==> src/rtl/cnu_pkg.sv <==
// Shared constants, row-result record and message arithmetic for the check-node
// output stage.
package cnu_pkg;

    localparam int CNU_DATA_W = 8;
    localparam int CNU_IDX_W  = 8;
    localparam int CNU_D      = 5;
    localparam int CNU_OFFSET = 1;

    typedef enum logic {
        ST_IDLE = 1'b0,
        ST_EMIT = 1'b1
    } cnu_state_t;

    // s caches the row parity so each edge only needs one XOR for its sign.
    typedef struct packed {
        logic [CNU_DATA_W-1:0] min;
        logic [CNU_DATA_W-1:0] min2;
        logic [CNU_IDX_W-1:0]  min_idx;
        logic [CNU_D-1:0]      signs;
        logic                  s;
    } cnu_row_t;

    localparam logic [CNU_DATA_W-1:0] CNU_OFFSET_V = CNU_DATA_W'(CNU_OFFSET);

    function automatic logic [CNU_DATA_W-1:0] cnu_offset_sat(input logic [CNU_DATA_W-1:0] mag);
        return (mag > CNU_OFFSET_V) ? (mag - CNU_OFFSET_V) : '0;
    endfunction

    // A zero magnitude always maps to +0, never to the bare sign bit.
    function automatic logic [CNU_DATA_W:0] cnu_to_twos(input logic sgn,
                                                        input logic [CNU_DATA_W-1:0] magc);
        logic [CNU_DATA_W:0] ext;
        ext = {1'b0, magc};
        return (sgn && (magc != '0)) ? (~ext + 1'b1) : ext;
    endfunction

endpackage

==> src/rtl/cnu_msg_fmt.sv <==
// Formats one offset-min-sum check-to-variable message for edge k of a stored
// row: magnitude select, offset saturation and sign application.
module cnu_msg_fmt
    import cnu_pkg::*;
(
    input  cnu_row_t              row,
    input  logic [CNU_IDX_W-1:0]  k,
    output logic [CNU_DATA_W:0]   msg
);

    localparam logic [CNU_IDX_W-1:0] D_IDX = CNU_IDX_W'(CNU_D);

    logic [CNU_DATA_W-1:0] mag;
    logic [CNU_DATA_W-1:0] magc;
    logic                  sgn_k;

    always_comb begin
        sgn_k = 1'b0;
        for (int i = 0; i < CNU_D; i++) begin
            if (k == CNU_IDX_W'(i)) begin
                sgn_k = row.signs[i];
            end
        end

        // An out-of-range min_idx means no edge owns min, so all get min.
        if ((row.min_idx < D_IDX) && (row.min_idx == k)) begin
            mag = row.min2;
        end else begin
            mag = row.min;
        end

        magc = cnu_offset_sat(mag);
        msg  = cnu_to_twos(row.s ^ sgn_k, magc);
    end

endmodule

==> src/rtl/cnu_msg_gen.sv <==
// Check-node output stage: buffers row results in an active/pending pair and
// streams D signed messages per row under a valid/ready handshake.
module cnu_msg_gen
    import cnu_pkg::*;
(
    input  logic                  clk,
    input  logic                  rst,
    input  logic                  in_valid,
    output logic                  in_ready,
    input  logic [CNU_DATA_W-1:0] min,
    input  logic [CNU_DATA_W-1:0] min2,
    input  logic [CNU_IDX_W-1:0]  min_idx,
    input  logic [CNU_D-1:0]      signs,
    output logic                  out_valid,
    input  logic                  out_ready,
    output logic [CNU_DATA_W:0]   out_msg,
    output logic [CNU_IDX_W-1:0]  out_idx,
    output logic                  out_last
);

    localparam logic [CNU_IDX_W-1:0] LAST_IDX = CNU_IDX_W'(CNU_D - 1);

    cnu_state_t            state_q, state_d;
    cnu_row_t              act_q, act_d;
    cnu_row_t              pend_q, pend_d;
    logic                  pend_vld_q, pend_vld_d;
    logic [CNU_IDX_W-1:0]  cnt_q, cnt_d;

    logic                  out_valid_q, out_valid_d;
    logic [CNU_DATA_W:0]   out_msg_q, out_msg_d;
    logic [CNU_IDX_W-1:0]  out_idx_q, out_idx_d;
    logic                  out_last_q, out_last_d;

    cnu_row_t              cap;
    logic                  hs;
    logic                  finish;
    logic                  acc;
    logic [CNU_DATA_W:0]   fmt_msg;

    assign in_ready = rst & ~pend_vld_q;

    always_comb begin
        cap    = '{min: min, min2: min2, min_idx: min_idx, signs: signs, s: ^signs};
        hs     = out_valid_q & out_ready;
        finish = hs & (cnt_q == LAST_IDX);
        acc    = in_valid & in_ready;

        state_d    = state_q;
        act_d      = act_q;
        pend_d     = pend_q;
        pend_vld_d = pend_vld_q;
        cnt_d      = cnt_q;

        case (state_q)
            ST_IDLE: begin
                if (acc) begin
                    act_d   = cap;
                    cnt_d   = '0;
                    state_d = ST_EMIT;
                end
            end
            ST_EMIT: begin
                if (finish) begin
                    cnt_d = '0;
                    if (pend_vld_q) begin
                        act_d      = pend_q;
                        pend_vld_d = 1'b0;
                    end else if (acc) begin
                        act_d = cap;
                    end else begin
                        state_d = ST_IDLE;
                    end
                end else begin
                    if (hs) begin
                        cnt_d = cnt_q + 1'b1;
                    end
                    if (acc) begin
                        pend_d     = cap;
                        pend_vld_d = 1'b1;
                    end
                end
            end
            default: begin
                state_d = ST_IDLE;
            end
        endcase
    end

    // Outputs are formatted from next-state so the registered message lines up
    // with the counter one cycle after acceptance and holds under backpressure.
    cnu_msg_fmt u_fmt (
        .row (act_d),
        .k   (cnt_d),
        .msg (fmt_msg)
    );

    always_comb begin
        out_valid_d = (state_d == ST_EMIT);
        out_msg_d   = out_valid_d ? fmt_msg : '0;
        out_idx_d   = out_valid_d ? cnt_d : '0;
        out_last_d  = out_valid_d & (cnt_d == LAST_IDX);
    end

    always_ff @(posedge clk or negedge rst) begin
        if (!rst) begin
            state_q     <= ST_IDLE;
            act_q       <= '0;
            pend_q      <= '0;
            pend_vld_q  <= 1'b0;
            cnt_q       <= '0;
            out_valid_q <= 1'b0;
            out_msg_q   <= '0;
            out_idx_q   <= '0;
            out_last_q  <= 1'b0;
        end else begin
            state_q     <= state_d;
            act_q       <= act_d;
            pend_q      <= pend_d;
            pend_vld_q  <= pend_vld_d;
            cnt_q       <= cnt_d;
            out_valid_q <= out_valid_d;
            out_msg_q   <= out_msg_d;
            out_idx_q   <= out_idx_d;
            out_last_q  <= out_last_d;
        end
    end

    assign out_valid = out_valid_q;
    assign out_msg   = out_msg_q;
    assign out_idx   = out_idx_q;
    assign out_last  = out_last_q;

endmodule

==> config.mk <==
export PLATFORM = sky130hd
export DESIGN_NAME = cnu_msg_gen
export DESIGN_NICKNAME = d
export VERILOG_FILES = /design/src/rtl/cnu_pkg.sv /design/src/rtl/cnu_msg_fmt.sv /design/src/rtl/cnu_msg_gen.sv
export SDC_FILE = /design/constraint.sdc
export NUM_CORES = 1
export LEC_CHECK = 0
export BUFFER_PORTS_ARGS = -buffer_cell sky130_fd_sc_hd__buf_4
export CAP_MARGIN = 20
export CORE_ASPECT_RATIO = 1.5
export CORE_MARGIN = 4
export CORE_UTILIZATION = 55
export DETAILED_ROUTE_END_ITERATION = 8
export PLACE_DENSITY = 0.78
export SLEW_MARGIN = 0
export SYNTH_ARGS = -nofsm -noshare
export SYNTH_HDL_FRONTEND = slang
export SYNTH_SLANG_ARGS = --single-unit
==> constraint.sdc <==
create_clock -name clk -period 5.4 [get_ports clk]
set_input_delay 0.27 -clock clk [delete_from_list [all_inputs] [get_ports clk]]
set_output_delay 0.27 -clock clk [all_outputs]
set_load 0.02 [all_outputs]
---- Yosys cells after proc, flatten, opt, wreduce, memory -nomap -nowiden ----
Cells that the tools add are included.
word-level totals
  flip-flop bits (word level) ............. 88
  input port bits ......................... 33
  output and inout port bits .............. 20
  logic and storage cells ................. 69
operators by class
  add/sub/neg operators ................... 3
  $lt $le $gt $ge ......................... 2
  eq/ne operators ......................... 6
  multiplexer cells ....................... 24
  bitwise operators ....................... 10
  reduce and logical (&&, ||, !) cells .... 8
operators by type and width
  cell                                                  number
  2-to-1 mux 30 bit                                     3
  case mux 30 bit (2 select lines)                      1
  2-to-1 mux 8 bit                                      6
  2-to-1 mux 9 bit                                      2
  equality test 8 x 2 -> 1 bit (second input constant)  2
  equality test 8 x 3 -> 1 bit (second input constant)  2
  case mux 8 bit (2 select lines)                       1
  2-to-1 mux 1 bit                                      10
  adder 9 x 1 -> 9 bit (second input constant)          1
  inverter 8 -> 9 bit                                   1
  adder 8 x 1 -> 8 bit (second input constant)          1
  equality test 8 x 1 -> 1 bit (second input constant)  1
  equality test 8 bit                                   1
  > comparator 8 x 1 -> 1 bit (second input constant)   1
  logical NOT 8 bit                                     1
  < comparator 8 x 3 -> 1 bit (second input constant)   1
  nonzero test 8 bit                                    1
  subtractor 8 x 1 -> 8 bit (second input constant)     1
  bitwise AND 1 bit                                     5
  parity 5 bit                                          1
  inverter 1 bit                                        3
  AND reduction 3 bit                                   1
  logical AND 1 bit                                     2
  case mux 1 bit (2 select lines)                       1
  other kinds (3)                                       3

---- Depth between registers and ports, before layout ----
  depth after elaboration ................. 16
  mapped depth ............................ 23
  mapped depth without buffers ............ 20

---- Hierarchy ----
From an unflattened synthesis, not the netlist that was laid out.
second synthesis, totals
  cell total of the unflattened synthesis .. 431
  area total of the unflattened synthesis .. 4639.4 um2
modules (own cells, without submodules)
  module       times used  cells each  area each (um2)  seq. area each (um2)
  cnu_msg_gen  1           295         3697.3           2202.1
  cnu_msg_fmt  1           136         942.2            0.0

---- Worst setup path after synthesis ----
OpenSTA, ideal clock, no wires.
  kind .................................... reg-to-reg
  start ................................... register cnt_q[4]
  end ..................................... register out_msg_q[8], in the netlist out_msg[8]
  library setup time ...................... 0.119 ns
  data arrival time ....................... 5.023 ns
  required time ........................... 5.281 ns
  slack ................................... 0.258 ns
  stages on the path, launching flop included .. 22
  buffers on the path ..................... 4
  period minus slack after synthesis ...... 5.142 ns
  cell sequence ........................... dfrtp_1 > buf_6 > or4_1 > buf_6 > nor3_4 > mux2i_1 > o22ai_1 > or4_1 > buf_2 > nor2_1 > mux2i_1 > ha_1 > clkbuf_1 > nor2_1 > or4_4 > nor3_1 > a21oi_1 > nand2b_1 > ha_1 > nand4b_2 > o21ba_1 > and2_1
on the way
  longest elaborated chain between the ends .. 14
  elaborated cells on any way between the ends .. 35
  classes of those cells .................. add/sub (3); order compare (2); eq/ne (6); mux (17); bitwise (3); reduce/logical (4)
RTL lines
  item                                                                           RTL line            source
  from (decl)                                                                    cnu_msg_gen.sv:27   logic [CNU_IDX_W-1:0] cnt_q, cnt_d;
  from (signal assigned)                                                         cnu_msg_gen.sv:120  cnt_q <= cnt_d;
  parallel branches: the longest is 13 deep, another holds adder 9 x 1 -> 9 bit  -
  2-to-1 mux 9 bit *                                                             cnu_msg_gen.sv:99   out_msg_d = out_valid_d ? fmt_msg : '0;
  named net out_msg_d[8]                                                         cnu_msg_gen.sv:30   logic [CNU_DATA_W:0] out_msg_q, out_msg_d;
  to (signal assigned)                                                           cnu_msg_gen.sv:122  out_msg_q <= out_msg_d;
  to (decl)                                                                      cnu_msg_gen.sv:30
Mark *: on every way through the listed nets, which the timed path passes.
A chain may end at the register's enable or synchronous reset.

---- Worst setup path after layout ----
  start ................................... register cnt_q[1]
  end ..................................... register out_msg_q[8], in the netlist out_msg[8]
on the way
  longest elaborated chain between the ends .. 14
  elaborated cells on any way between the ends .. 35
  classes of those cells .................. add/sub (3); order compare (2); eq/ne (6); mux (17); bitwise (3); reduce/logical (4)
RTL lines
  item                                                                          RTL line                              source
  adder 8 x 1 -> 8 bit or equality test 8 x 3 -> 1 bit (tied branches)          cnu_msg_gen.sv:75, cnu_msg_gen.sv:45
  2-to-1 mux 8 bit or bitwise AND 1 bit (tied branches)                         cnu_msg_gen.sv:74, cnu_msg_gen.sv:45
  2-to-1 mux 8 bit *                                                            cnu_msg_gen.sv:63                     if (finish) begin
  case mux 8 bit (2 select lines) *                                             cnu_msg_gen.sv:54                     case (state_q)
  named net cnt_d[3]                                                            cnu_msg_gen.sv:27
  parallel branches: the longest is 8 deep, another holds adder 9 x 1 -> 9 bit  -
  2-to-1 mux 9 bit *                                                            cnu_pkg.sv:35                         return (sgn && (magc != '0)) ? (~ext + 1'b1) : ext;
  2-to-1 mux 9 bit *                                                            cnu_msg_gen.sv:99
  named net out_msg_d[8]                                                        cnu_msg_gen.sv:30
Marked as above.

==> results.toml <==
[outcome]
status = "completed"

[hold_path]
hold_class = "input pin to flip-flop"

[route]
first_pass_iters = 5
top_layer = "met4"
met3_length_um = 835
vias = 5240
wl_met2_mm = 8.519
dr.first_iter.drc_count = 280
wl_per_cell_um = 20.40
final_antenna_net_count = 0
wl_met1_mm = 6.437
wirelength_mm = 16.83
vias_per_cell = 6.352
drc_errors = 0

[final_layout]
fill_cells = 865
fin_nets = 717
fin_util_pct = 66.04
drive_gt1_share_pct = 25.29
antenna_cells = 0
layout_commonest_cell = "buf_4"
multi_input_area_sq_mm = 0.003327
seqCellArea_sq_mm = 0.002207
final_cell_mix = "buf_4, dfrtp_1, nand2_1"
syn2layout_area_growth_pct = 16.60

[clock_network]
cts_tree = "yes"
root_buffer = "clkbuf_16"
clk_path_buf_depth = 2
clock_latency_ps = 350
post_cts_buffers = 0
clk_pin_slew_ps = 70
cts_buffers = 9
cts_htree_levels = 3
cts_sinks = 88

[timing]
hold_viol_final = 0
fmax_ghz = 0.1980
period_share_pct = 93.55
drv_slew = 0
period_needed_ps = 5052
setup_viol = 0
tns_ps = 0
tightestPinTransition_ps = 1003
grt_setup_unrepaired = "no"
skew_ps = 8.664
relSlewSlack_pct = 32.55

[critical_path]
path_max_fanout = 8
crit_end = "out_msg[8]"
worstPathRequired_ps = 5630
startpoint_type = "flip-flop"
crit_cells = 19
max_stage_delay_ps = 570
slowest_stage = "or4_1"
timing.critical_path.max_delay_family = "simple AND/OR/NAND/NOR gates"
path_class = "flip-flop to flip-flop"
rr_worst_depth = 19
r2r_setup_slack_ps = 350
worstPathArrival_ps = 5280
cpMostUsedCell = "ha_1"
r2r-start = "cnt_q[1]"
cp_num_buf_inv = 1
cp-startpoint = "cnt_q[1]"
endpoint_kind = "flip-flop"
r2r-end = "out_msg[8]"
cp_cell_sequence = "inv_1, ha_1, nor2b_1, a211o_2, o211ai_2, a2111o_1, or4_1, nor2_1, mux2i_1, ha_1, nor2_1, or4_4, nor3_1, a21oi_1, nand2b_1, ha_1, nand4b_2, o21ba_1, and2_1"

[place]
gp_routability_congestion = 0.9778
hpwlAfterDp_mm = 12.53
io_buffers = 52

[floorplanning]
die_area_sq_mm = 0.01229
core_sq_mm = 0.01025
die_y_um = 133.8
die_w_um = 91.88
rows = 45
start_util_pct = 56.64
ios = 53

[global_route]
gr-total-overflow = 0
grt_usage_pct = 28.04
grt_max_degree = 59
grt_pass1_wl_mm = 27.17
antenna_found_initial = 0
grt_pass1_vias = 5384

[yosys]
yosys_warnings = 0
synth_ff_type = "dfrtp_1"
synthesis.area_sq_mm = 0.005804
syn-num-nets = 658
synthArstFlopShare_pct = 100.0
netlist_instances = 620
synth-edff-count = 0
avgSynthCellArea_sq_um = 9.362
synth_cell_types = 83
yosysSeqAreaShare_pct = 37.94
ys_seq_elements = 88

[power_and_ir_drop]
power.density_mw_per_mm2 = 641.7
peakVddDrop_mv = 0.5463
p_leak_uw = 0.003062

[run]
drv_cap = 0
[stage by stage]
stage          cells  worst slack, ps  instance area, sq um  total power (uW)  hold WS, ps
2_1_floorplan    620            258.4                  5804              2946       -25.59
3_3_place_gp     808            359.8                  6446              3625        105.7
3_5_place_dp     808            289.0                  6446              3678        107.3
4_1_cts          825            279.1                  6745              4306        131.2
5_1_grt          825            13.31                  6768              4650        156.2
6_report         825            348.4                  6768              4343        138.4
[worst min-delay path by stage]
stage                     cells after the start  slack (ps)         to     start
after floorplan                               0         -30   act_q[0]       rst
after global placement                        1         110  pend_q[6]       rst
after detailed placement                      1         110  pend_q[6]       rst
after CTS                                     3         130   act_q[4]  signs[3]
after global routing                          3         160   act_q[4]  signs[3]
final                                         3         140   act_q[4]  signs[3]
[cell type report]
class	instances	area share, %
inverter	22	1.220
timing repair buffer	91	10.13
sequential	88	32.61
clock buffer	10	3.383
tap	141	2.607
clock inverter	6	0.8874
multi-input combinational	467	49.16
[layer usage]
layer	vias up	global-route usage [%]
met5	-	0
met4	0	18.02
met3	62	4.321
met2	197	48.74
met1	2566	31.74
li1	2415	-
[Yosys cell counts (all sizes together) (3+ instances only)]
cell,count,area share (%)
a211o,8,1.2
a211oi,6,0.86
a21o,9,1.2
a21oi,25,2.2
a221oi,7,1.4
a22oi,7,0.91
a311oi,4,0.60
a31oi,8,0.86
and2,13,1.4
and3,10,1.1
and4b,7,1.2
buf,24,2.4
clkbuf,19,1.2
dfrtp,88,38
ha,5,1.1
inv,20,1.3
mux2,31,6.0
mux2i,20,3.4
nand2,60,3.9
nand2b,10,1.1
nand3,19,1.8
nand3b,3,0.39
nand4b,4,0.71
nor2,42,2.7
nor2b,15,1.6
nor3,10,1.1
nor4,13,1.9
nor4b,3,0.56
o2111ai,4,0.60
o211a,4,0.69
o211ai,18,2.7
o21a,4,0.52
o21ai,24,2.3
o221ai,5,0.75
o22ai,4,0.43
o31ai,5,0.73
or2,4,0.43
or4,9,1.3
xnor2,14,2.1
xor2,6,0.91
[tightest hold or removal path: stages]
cell and delay (ps):
buf_4 100, nand2_1 40, nand2_1 50
[cells by family (layout without fill, tap and decap cells)]
kind of cell    Yosys count  after routing  share of synthesized area (%)
mux                      51             51                          9.463
simple gates            230            230                          22.33
buf+inv                  65            129                          5.044
compound gates          161            161                          21.13
xor+xnor                 20             20                          3.018
fa+ha+maj                 5              5                          1.078
flops                    88             88                          37.94
[power breakdown]
part | switching [uW] | total [uW] | leakage (uW) | internal, uW
clock | 259 | 615 | 0.000138 | 356
sequential | 198 | 1150 | 0.00108 | 947
combinational | 1490 | 2580 | 0.00184 | 1090
total | 1950 | 4340 | 0.00306 | 2400
[repair_timing]
item | in CTS | in global routing
gates resized for setup | 0 | 8
hold endpoints to repair | 15 | 0
endpoints found under the setup margin | 0 | 6
hold buffers | 1 | 0
[registers in the layout, summed over array words and instances (netlist names)]
register	flops
act_q	30
cnt_q	8
out_idx	8
out_last	1
out_msg	9
out_valid	1
pend_q	30
pend_vld_q	1
(Power assumes the default switching activity.)
